`config.mk`:
```
export PLATFORM = sky130hd
export DESIGN_NAME = pb_debounce_multi_flat
export DESIGN_NICKNAME = d
export VERILOG_FILES = /design/src/rtl/pb_debounce_multi_if.sv /design/src/rtl/pb_debounce_multi.sv /design/src/flat_wrapper.sv
export SDC_FILE = /design/constraint.sdc
export NUM_CORES = 1
export LEC_CHECK = 0
export ABC_AREA = 1
export CORE_ASPECT_RATIO = 1.5
export CORE_MARGIN = 2
export CORE_UTILIZATION = 63
export CTS_CLUSTER_DIAMETER = 60
export DETAILED_ROUTE_END_ITERATION = 6
export DONT_BUFFER_PORTS = 1
export GPL_ROUTABILITY_DRIVEN = 1
export HOLD_SLACK_MARGIN = 0.06
export PLACE_DENSITY = 0.82
export RECOVER_POWER = 25
export REMOVE_ABC_BUFFERS = 1
export SLEW_MARGIN = 10
export SYNTH_ARGS = -nofsm -noshare
export SYNTH_HDL_FRONTEND = slang
export SYNTH_SLANG_ARGS = --single-unit
export TNS_END_PERCENT = 30
```
`constraint.sdc`:
```
create_clock -name clk -period 1.88 [get_ports clk]
set_clock_uncertainty 0.1 [all_clocks]
set_input_delay 0.564 -clock clk [delete_from_list [all_inputs] [get_ports clk]]
set_output_delay 0.564 -clock clk [all_outputs]
set_load 0.03 [all_outputs]
```
`src/rtl/pb_debounce_multi_if.sv`:
```
`default_nettype none
// ============================================================================
// Module      : pb_debounce_multi_if
// Description : Pin-side bundle for the N-channel push-button conditioner.
//               The master drives the raw pins and the sticky-flag clears.
//               The slave (the conditioner) returns level, strobes and flags.
// Revision    : 1.0 - initial release
// ============================================================================
interface pb_debounce_multi_if #(
  parameter int N = 4
);
  logic [N-1:0] pb_i;
  logic [N-1:0] evt_clr_i;
  logic [N-1:0] pb_state_o;
  logic [N-1:0] pb_down_o;
  logic [N-1:0] pb_up_o;
  logic [N-1:0] pb_rpt_o;
  logic [N-1:0] evt_o;

  modport master (
    output pb_i,
    output evt_clr_i,
    input  pb_state_o,
    input  pb_down_o,
    input  pb_up_o,
    input  pb_rpt_o,
    input  evt_o
  );

  modport slave (
    input  pb_i,
    input  evt_clr_i,
    output pb_state_o,
    output pb_down_o,
    output pb_up_o,
    output pb_rpt_o,
    output evt_o
  );
endinterface
`default_nettype wire

```
`src/rtl/pb_debounce_multi.sv`:
```
`default_nettype none
// ============================================================================
// Module      : pb_debounce_multi
// Description : N independent push-button/switch conditioners. Each channel
//               has a synchroniser, a settle counter, press/release strobes,
//               a sticky press flag and an optional hold-to-repeat strobe.
// Revision    : 1.0 - initial release
// ============================================================================
module pb_debounce_multi #(
  parameter int N           = 4,
  parameter int CNT_W       = 16,
  parameter int SYNC_STAGES = 2,
  parameter int ACTIVE_LOW  = 1,
  parameter int REPEAT_EN   = 0,
  parameter int RPT_W       = 20
) (
  input  logic                clk,
  input  logic                rst_n,
  pb_debounce_multi_if.slave  bus
);

  localparam logic [CNT_W-1:0] c_cnt_one = {{(CNT_W-1){1'b0}}, 1'b1};

  logic [N-1:0]             w_act;
  logic [N-1:0]             w_sync;
  logic [N-1:0]             w_term;
  logic [N-1:0]             w_rise;
  logic [N-1:0]             w_fall;
  logic [N-1:0]             w_rpt;

  logic [SYNC_STAGES-1:0]   r_sync [N];
  logic [CNT_W-1:0]         r_cnt  [N];
  logic [N-1:0]             r_state;
  logic [N-1:0]             r_down;
  logic [N-1:0]             r_up;
  logic [N-1:0]             r_evt;

  // Normalise polarity and decode the terminal-count toggle per channel.
  always_comb begin
    w_act  = (ACTIVE_LOW != 0) ? ~bus.pb_i : bus.pb_i;
    w_sync = '0;
    w_term = '0;
    for (int i = 0; i < N; i++) begin
      w_sync[i] = r_sync[i][SYNC_STAGES-1];
      w_term[i] = (w_sync[i] != r_state[i]) && (&r_cnt[i]);
    end
    w_rise = w_term & ~r_state;
    w_fall = w_term &  r_state;
  end

  // Synchroniser chains; the newest sample enters at bit 0.
  always_ff @(posedge clk or negedge rst_n) begin
    if (!rst_n) begin
      for (int i = 0; i < N; i++) r_sync[i] <= '0;
    end else begin
      for (int i = 0; i < N; i++)
        r_sync[i] <= {r_sync[i][SYNC_STAGES-2:0], w_act[i]};
    end
  end

  // Settle counters: cleared while idle, otherwise count and wrap at the
  // terminal value (which is also the toggle edge).
  always_ff @(posedge clk or negedge rst_n) begin
    if (!rst_n) begin
      for (int i = 0; i < N; i++) r_cnt[i] <= '0;
    end else begin
      for (int i = 0; i < N; i++) begin
        if (w_sync[i] == r_state[i]) r_cnt[i] <= '0;
        else                         r_cnt[i] <= r_cnt[i] + c_cnt_one;
      end
    end
  end

  // Debounced level, edge strobes and sticky press flags (set beats clear).
  always_ff @(posedge clk or negedge rst_n) begin
    if (!rst_n) begin
      r_state <= '0;
      r_down  <= '0;
      r_up    <= '0;
      r_evt   <= '0;
    end else begin
      r_state <= r_state ^ w_term;
      r_down  <= w_rise;
      r_up    <= w_fall;
      r_evt   <= w_rise | (r_evt & ~bus.evt_clr_i);
    end
  end

  generate
    if (REPEAT_EN != 0) begin : g_rpt_on
      localparam logic [RPT_W-1:0] c_rpt_one = {{(RPT_W-1){1'b0}}, 1'b1};
      logic [RPT_W-1:0] r_rcnt [N];
      logic [N-1:0]     r_rpt;

      // Repeat timers run only while held; the release edge clears the timer
      // and suppresses any wrap that lands on the same edge.
      always_ff @(posedge clk or negedge rst_n) begin
        if (!rst_n) begin
          for (int i = 0; i < N; i++) r_rcnt[i] <= '0;
          r_rpt <= '0;
        end else begin
          for (int i = 0; i < N; i++) begin
            if (!r_state[i] || w_fall[i]) r_rcnt[i] <= '0;
            else                          r_rcnt[i] <= r_rcnt[i] + c_rpt_one;
            r_rpt[i] <= r_state[i] & ~w_fall[i] & (&r_rcnt[i]);
          end
        end
      end

      assign w_rpt = r_rpt;
    end else begin : g_rpt_off
      assign w_rpt = '0;
    end
  endgenerate

  assign bus.pb_state_o = r_state;
  assign bus.pb_down_o  = r_down;
  assign bus.pb_up_o    = r_up;
  assign bus.pb_rpt_o   = w_rpt;
  assign bus.evt_o      = r_evt;

endmodule
`default_nettype wire

```
`src/flat_wrapper.sv`:
```
// flat-port wrapper written by rule: the top's interface ports become plain ports
module pb_debounce_multi_flat 
#(
  parameter int N           = 4,
  parameter int CNT_W       = 16,
  parameter int SYNC_STAGES = 2,
  parameter int ACTIVE_LOW  = 1,
  parameter int REPEAT_EN   = 0,
  parameter int RPT_W       = 20
)
  (clk, rst_n, bus_pb_i, bus_evt_clr_i, bus_pb_state_o, bus_pb_down_o, bus_pb_up_o, bus_pb_rpt_o, bus_evt_o);
  pb_debounce_multi_if #(.N(N)) bus_i ();
  input  logic clk;
  input  logic rst_n;
  input wire logic [$bits(bus_i.pb_i)-1:0] bus_pb_i;
  input wire logic [$bits(bus_i.evt_clr_i)-1:0] bus_evt_clr_i;
  output wire logic [$bits(bus_i.pb_state_o)-1:0] bus_pb_state_o;
  output wire logic [$bits(bus_i.pb_down_o)-1:0] bus_pb_down_o;
  output wire logic [$bits(bus_i.pb_up_o)-1:0] bus_pb_up_o;
  output wire logic [$bits(bus_i.pb_rpt_o)-1:0] bus_pb_rpt_o;
  output wire logic [$bits(bus_i.evt_o)-1:0] bus_evt_o;
  assign bus_i.pb_i = bus_pb_i;
  assign bus_i.evt_clr_i = bus_evt_clr_i;
  assign bus_pb_state_o = bus_i.pb_state_o;
  assign bus_pb_down_o = bus_i.pb_down_o;
  assign bus_pb_up_o = bus_i.pb_up_o;
  assign bus_pb_rpt_o = bus_i.pb_rpt_o;
  assign bus_evt_o = bus_i.evt_o;
  pb_debounce_multi #(.N(N), .CNT_W(CNT_W), .SYNC_STAGES(SYNC_STAGES), .ACTIVE_LOW(ACTIVE_LOW), .REPEAT_EN(REPEAT_EN), .RPT_W(RPT_W)) u_core (.clk(clk), .rst_n(rst_n), .bus(bus_i));
endmodule
```
### Word level (Yosys, flattened, before mapping)

Index checks and enable logic that the tools add are counted.

| operators by class | value |
|---|---|
| $add $sub $neg | 4 |
| equal/unequal tests | 8 |
| muxes and demuxes | 4 |
| bitwise gates (word level) | 8 |
| reductions and logical operators | 8 |

Operator list:

| kind | count |
|---|---|
| $add A16 B1 Y16 const B | 4 |
| $mux W16 | 4 |
| $reduce_and A16 Y1 | 4 |
| $and A4 B4 Y4 | 3 |
| $not A4 Y4 | 3 |
| $eq A1 B1 Y1 | 4 |
| $logic_and A1 B1 Y1 | 4 |
| $ne A1 B1 Y1 | 4 |
| $or A4 B4 Y4 | 1 |
| $xor A4 B4 Y4 | 1 |

| storage, ports and cells | value |
|---|---|
| register bits after elaboration | 88 |
| bits of input ports | 10 |

### Longest topological paths before layout

Gate-level depths: netlist of the first run.

| logic depth | value |
|---|---|
| word-level depth | 4 |
| gate-level depth with buffers | 8 |

### Worst setup path after synthesis of the first run

Ideal clock, no wire load.

| path | value |
|---|---|
| kind | register -> register |
| start | reg u_core.r_cnt[0] (netlist name) |
| end | reg (tool-made name) |
| setup time | 0.118 ns |
| arrival time | 1.120 ns |
| data required time | 1.662 ns |
| setup slack | 0.542 ns |
| stages on the path, launching flop included | 9 |
| clock period less this slack | 1.338 ns |
| cells stage by stage | dfrtp_1 ha_1 nand2_2 nor2_4 nand2_4 nor2_4 nand2_2 nand2_1 nand2_1 |

RTL lines:

| item | RTL line | source |
|---|---|---|
| start, declared | pb_debounce_multi.sv:32 | `logic [CNT_W-1:0] r_cnt [N];` |
| start signal, assigned by index | pb_debounce_multi.sv:69 | `else r_cnt[i] <= r_cnt[i] + c_cnt_one;` |

==> qor.yml, run 1 <==
global_routing:
  antenna_found_initial: 0
  grt_pass1_vias: 3474
  grt_use_total_pct: 23.5
  grt_pass1_wl_um: 14200
  grt_max_degree: 89
  gr-total-overflow: 0
worst_setup_path:
  worstSetupEndpointType: "primary output"
  critPathLaunchType: "flip-flop"
  crit_fanout: 4
  r2r_setup_slack_ps: 330
  path_class: "reg2out"
  reg2reg_depth: 5
  critPathArrivalTime_ps: 940
  reg2reg_to: "u_core.r_cnt[21]$_DFF_PN0_"
  worstPathRequired_ps: 1220
synth:
  yosysMostFrequentCell: "nand2_1"
  yosys_warnings: 0
  synth_enable_flop_cells: 0
  synth_area_leader_cell: "dfrtp_1"
  yosys_register_bits: 88
  synth.area.mux_share_pct: 0
  synth_top_family_by_area: "simple AND/OR/NAND/NOR gates"
  synth_top_cells_by_count: "150 x nand2_1, 127 x nor2_1, 88 x dfrtp_1, 84 x inv_1, 21 x o21ai_0"
  synth-simple-area-share_pct: 32.9
  postSynth.asyncResetShare_pct: 100
  yosysTopAreaCellShare_pct: 50.1
  synth_compound_area_share_pct: 5.81
  syn_inst: 579
  synthAdderAreaFrac_pct: 1.14
  synth_xor_xnor_area_share_pct: 1.59
  syn_avg_cell_area_um2: 7.59
  synth_cell_types: 26
  synthesis.area_mm2: 0.00439
  synth-main-ff-cell: "dfrtp_1"
  seq_area_frac_synth_pct: 50.1
  synth.area.top_cells: "dfrtp_1 50%, nand2_1 13%, nor2_1 11%, inv_1 7.2%, nand4_1 2.6%"
clock_tree:
  root_buffer: "clkbuf_8"
  htree_levels: 3
  clockBufferDepth: 2
  clkTransAtPathRegs_ps: 80
  cts_made_buffers: 9
  tritoncts: "yes"
  clk_latency_ps: 360
  post_cts_buffers: 0
  cts_resized: 0
  clock-sinks: 88
run_status:
  outcome: "finished with violations"
  violations: "hold timing"
detailed_routing:
  drt_first_pass_iters: 4
  drt_iter0_markers: 246
  routed_wl_um: 8050
  ant_nets: 0
  num_vias: 3513
  drc: 0
  via_per_inst: 5.25
  avgRoutedWirePerCell_um: 12.0
timing:
  fin_crit_sh_pct: 85.3
  setup_violations: 0
  finalMaxSlewViolations: 0
  whs_ps: -206
  tns_ps: 0
  rsz0062_at_grt: "false"
  final-hold-violation-count: 88
  fmax_mhz: 624
  min_period_ps: 1600
pwr:
  ir_drop_v: 0.000680
  p_int_uw: 2640
  p_clk_share_pct: 39.5
  p_seq_share_pct: 57.5
  powerDensity_mw_per_mm2: 725
  p_leak_uw: 0.00231
  combPwrFrac_pct: 2.9
  switching_share_pct: 21.9
  p_switching_uw: 740
floorplanning:
  fp-row-count: 37
  ioPinCount: 30
  dieArea_mm2: 0.00767
  die_x_um: 72.2
  fp.dieH_um: 106
  coreArea_mm2: 0.00681
  start_util_pct: 64.6
placed_design:
  dp_hpwl_um: 5880
  portBuffers: 0
  gp_congestion: 0.888
job:
  cap_violations: 0
final_layout:
  fin_nets: 600
  syn2layout_area_growth_pct: 6.01
  fill_cells: 559
  drive_above_1_share_pct: 6.26
  antenna_cells: 0
min_path:
  hold_class: "in2async"
## stage by stage
stage	std cells	utilization, %	total power (uW)	area, um2	setup WS, ps
3_5_place_dp	653	65.5	2080	4460	337
2_1_floorplan	575	-	2060	4360	542
5_1_grt	669	68.5	3520	4660	201
4_1_cts	669	68.5	3400	4660	260
6_report	669	68.5	3380	4660	277
3_3_place_gp	653	65.5	2080	4460	347
## power groups by stage
stage / clock network (uW) / logic (uW) / registers, uW
global route: 1450 / 117 / 1950
global placement: 0 / 97.3 / 1980
CTS: 1360 / 100 / 1940
detailed placement: 0 / 100 / 1980
floorplan: 0 / 83.2 / 1980
finish: 1340 / 99.2 / 1940
## state kept, by name, summed over array words and instances, names as in the netlist, named ones only
signal / flops
u_core.bus.pb_up_o: 4
u_core.r_sync: 8
u_core.bus.pb_down_o: 4
u_core.r_cnt: 64
u_core.bus.evt_o: 4
## layer usage
layer	up-vias	wire, um	part of all wire (%)	track usage (%)
met3	20	249	3.1	4.17
li1	1784	-	-	-
met1	1645	3490	43	27.9
met2	64	4060	50	39.1
met4	0	243	3.0	13.6
met5	-	0	0	0
## kinds of logic (layout without fill, tap and decap cells)
group           Yosys count  in the layout
compound gates           45             45
xor+xnor                  8              8
fa+ha+maj                 4              4
buf+inv                  93            102
flops                    88             88
other cells               1              4
simple gates            340            340
## layout by cell type (no fill, tap or decap), types with 8 or more instances in the layout
master / count
o21bai_1: 9
nor2_1: 127
inv_1: 84
nand2_1: 150
nor2_2: 10
xor2_1: 8
a21oi_1: 12
o21ai_0: 21
nand4_1: 18
clkbuf_8: 11
dfrtp_1: 88
nand3_1: 19
## layout make-up
type                       count  area [um2]  share of cell area [%]
multi-input combinational    401        1840                    39.4
clock inverter                 2        37.5                   0.806
clock buffer                  14         163                    3.49
sequential                    88        2200                    47.3
tap                           78        97.6                    2.10
inverter                      86         323                    6.93
## how the worst max path moves through the flow
| stage | from | end | slack (ps) | cells past startpoint |
|---|---|---|---|---|
| floorplan | u_core.r_cnt[0]$_DFF_PN0_ | flip-flop | 540 | 8 |
| global placement | flip-flop | u_core.r_cnt[40]$_DFF_PN0_ | 350 | 5 |
| detailed placement | flip-flop | u_core.r_cnt[21]$_DFF_PN0_ | 340 | 5 |
| CTS | flip-flop | bus_pb_state_o[2] | 260 | 0 |
| global route | flip-flop | u_core.r_cnt[37]$_DFF_PN0_ | 200 | 5 |
| finish | flip-flop | bus_pb_state_o[1] | 280 | 0 |
No activity file was read; power rests on OpenSTA's default activity.
==> inputs of run 2 (changes only) <==
--- a/config.mk
+++ b/config.mk
@@ -10,6 +10,7 @@
 export CORE_MARGIN = 2
 export CORE_UTILIZATION = 63
 export CTS_CLUSTER_DIAMETER = 60
+export CTS_CLUSTER_SIZE = 16
 export DETAILED_ROUTE_END_ITERATION = 6
 export DONT_BUFFER_PORTS = 1
 export GPL_ROUTABILITY_DRIVEN = 1
==> results of run 2 <==
Same layout as run 1: the final DEF is identical, and so are final timing and power.
==> inputs of run 3 (changes only) <==
--- a/config.mk
+++ b/config.mk
@@ -13,7 +13,7 @@
 export CTS_CLUSTER_SIZE = 16
 export DETAILED_ROUTE_END_ITERATION = 6
 export DONT_BUFFER_PORTS = 1
-export GPL_ROUTABILITY_DRIVEN = 1
+export GPL_ROUTABILITY_DRIVEN = 0
 export HOLD_SLACK_MARGIN = 0.06
 export PLACE_DENSITY = 0.82
 export RECOVER_POWER = 25
==> results of run 3 <==
Same layout as run 1: the final DEF is identical, and so are final timing and power.
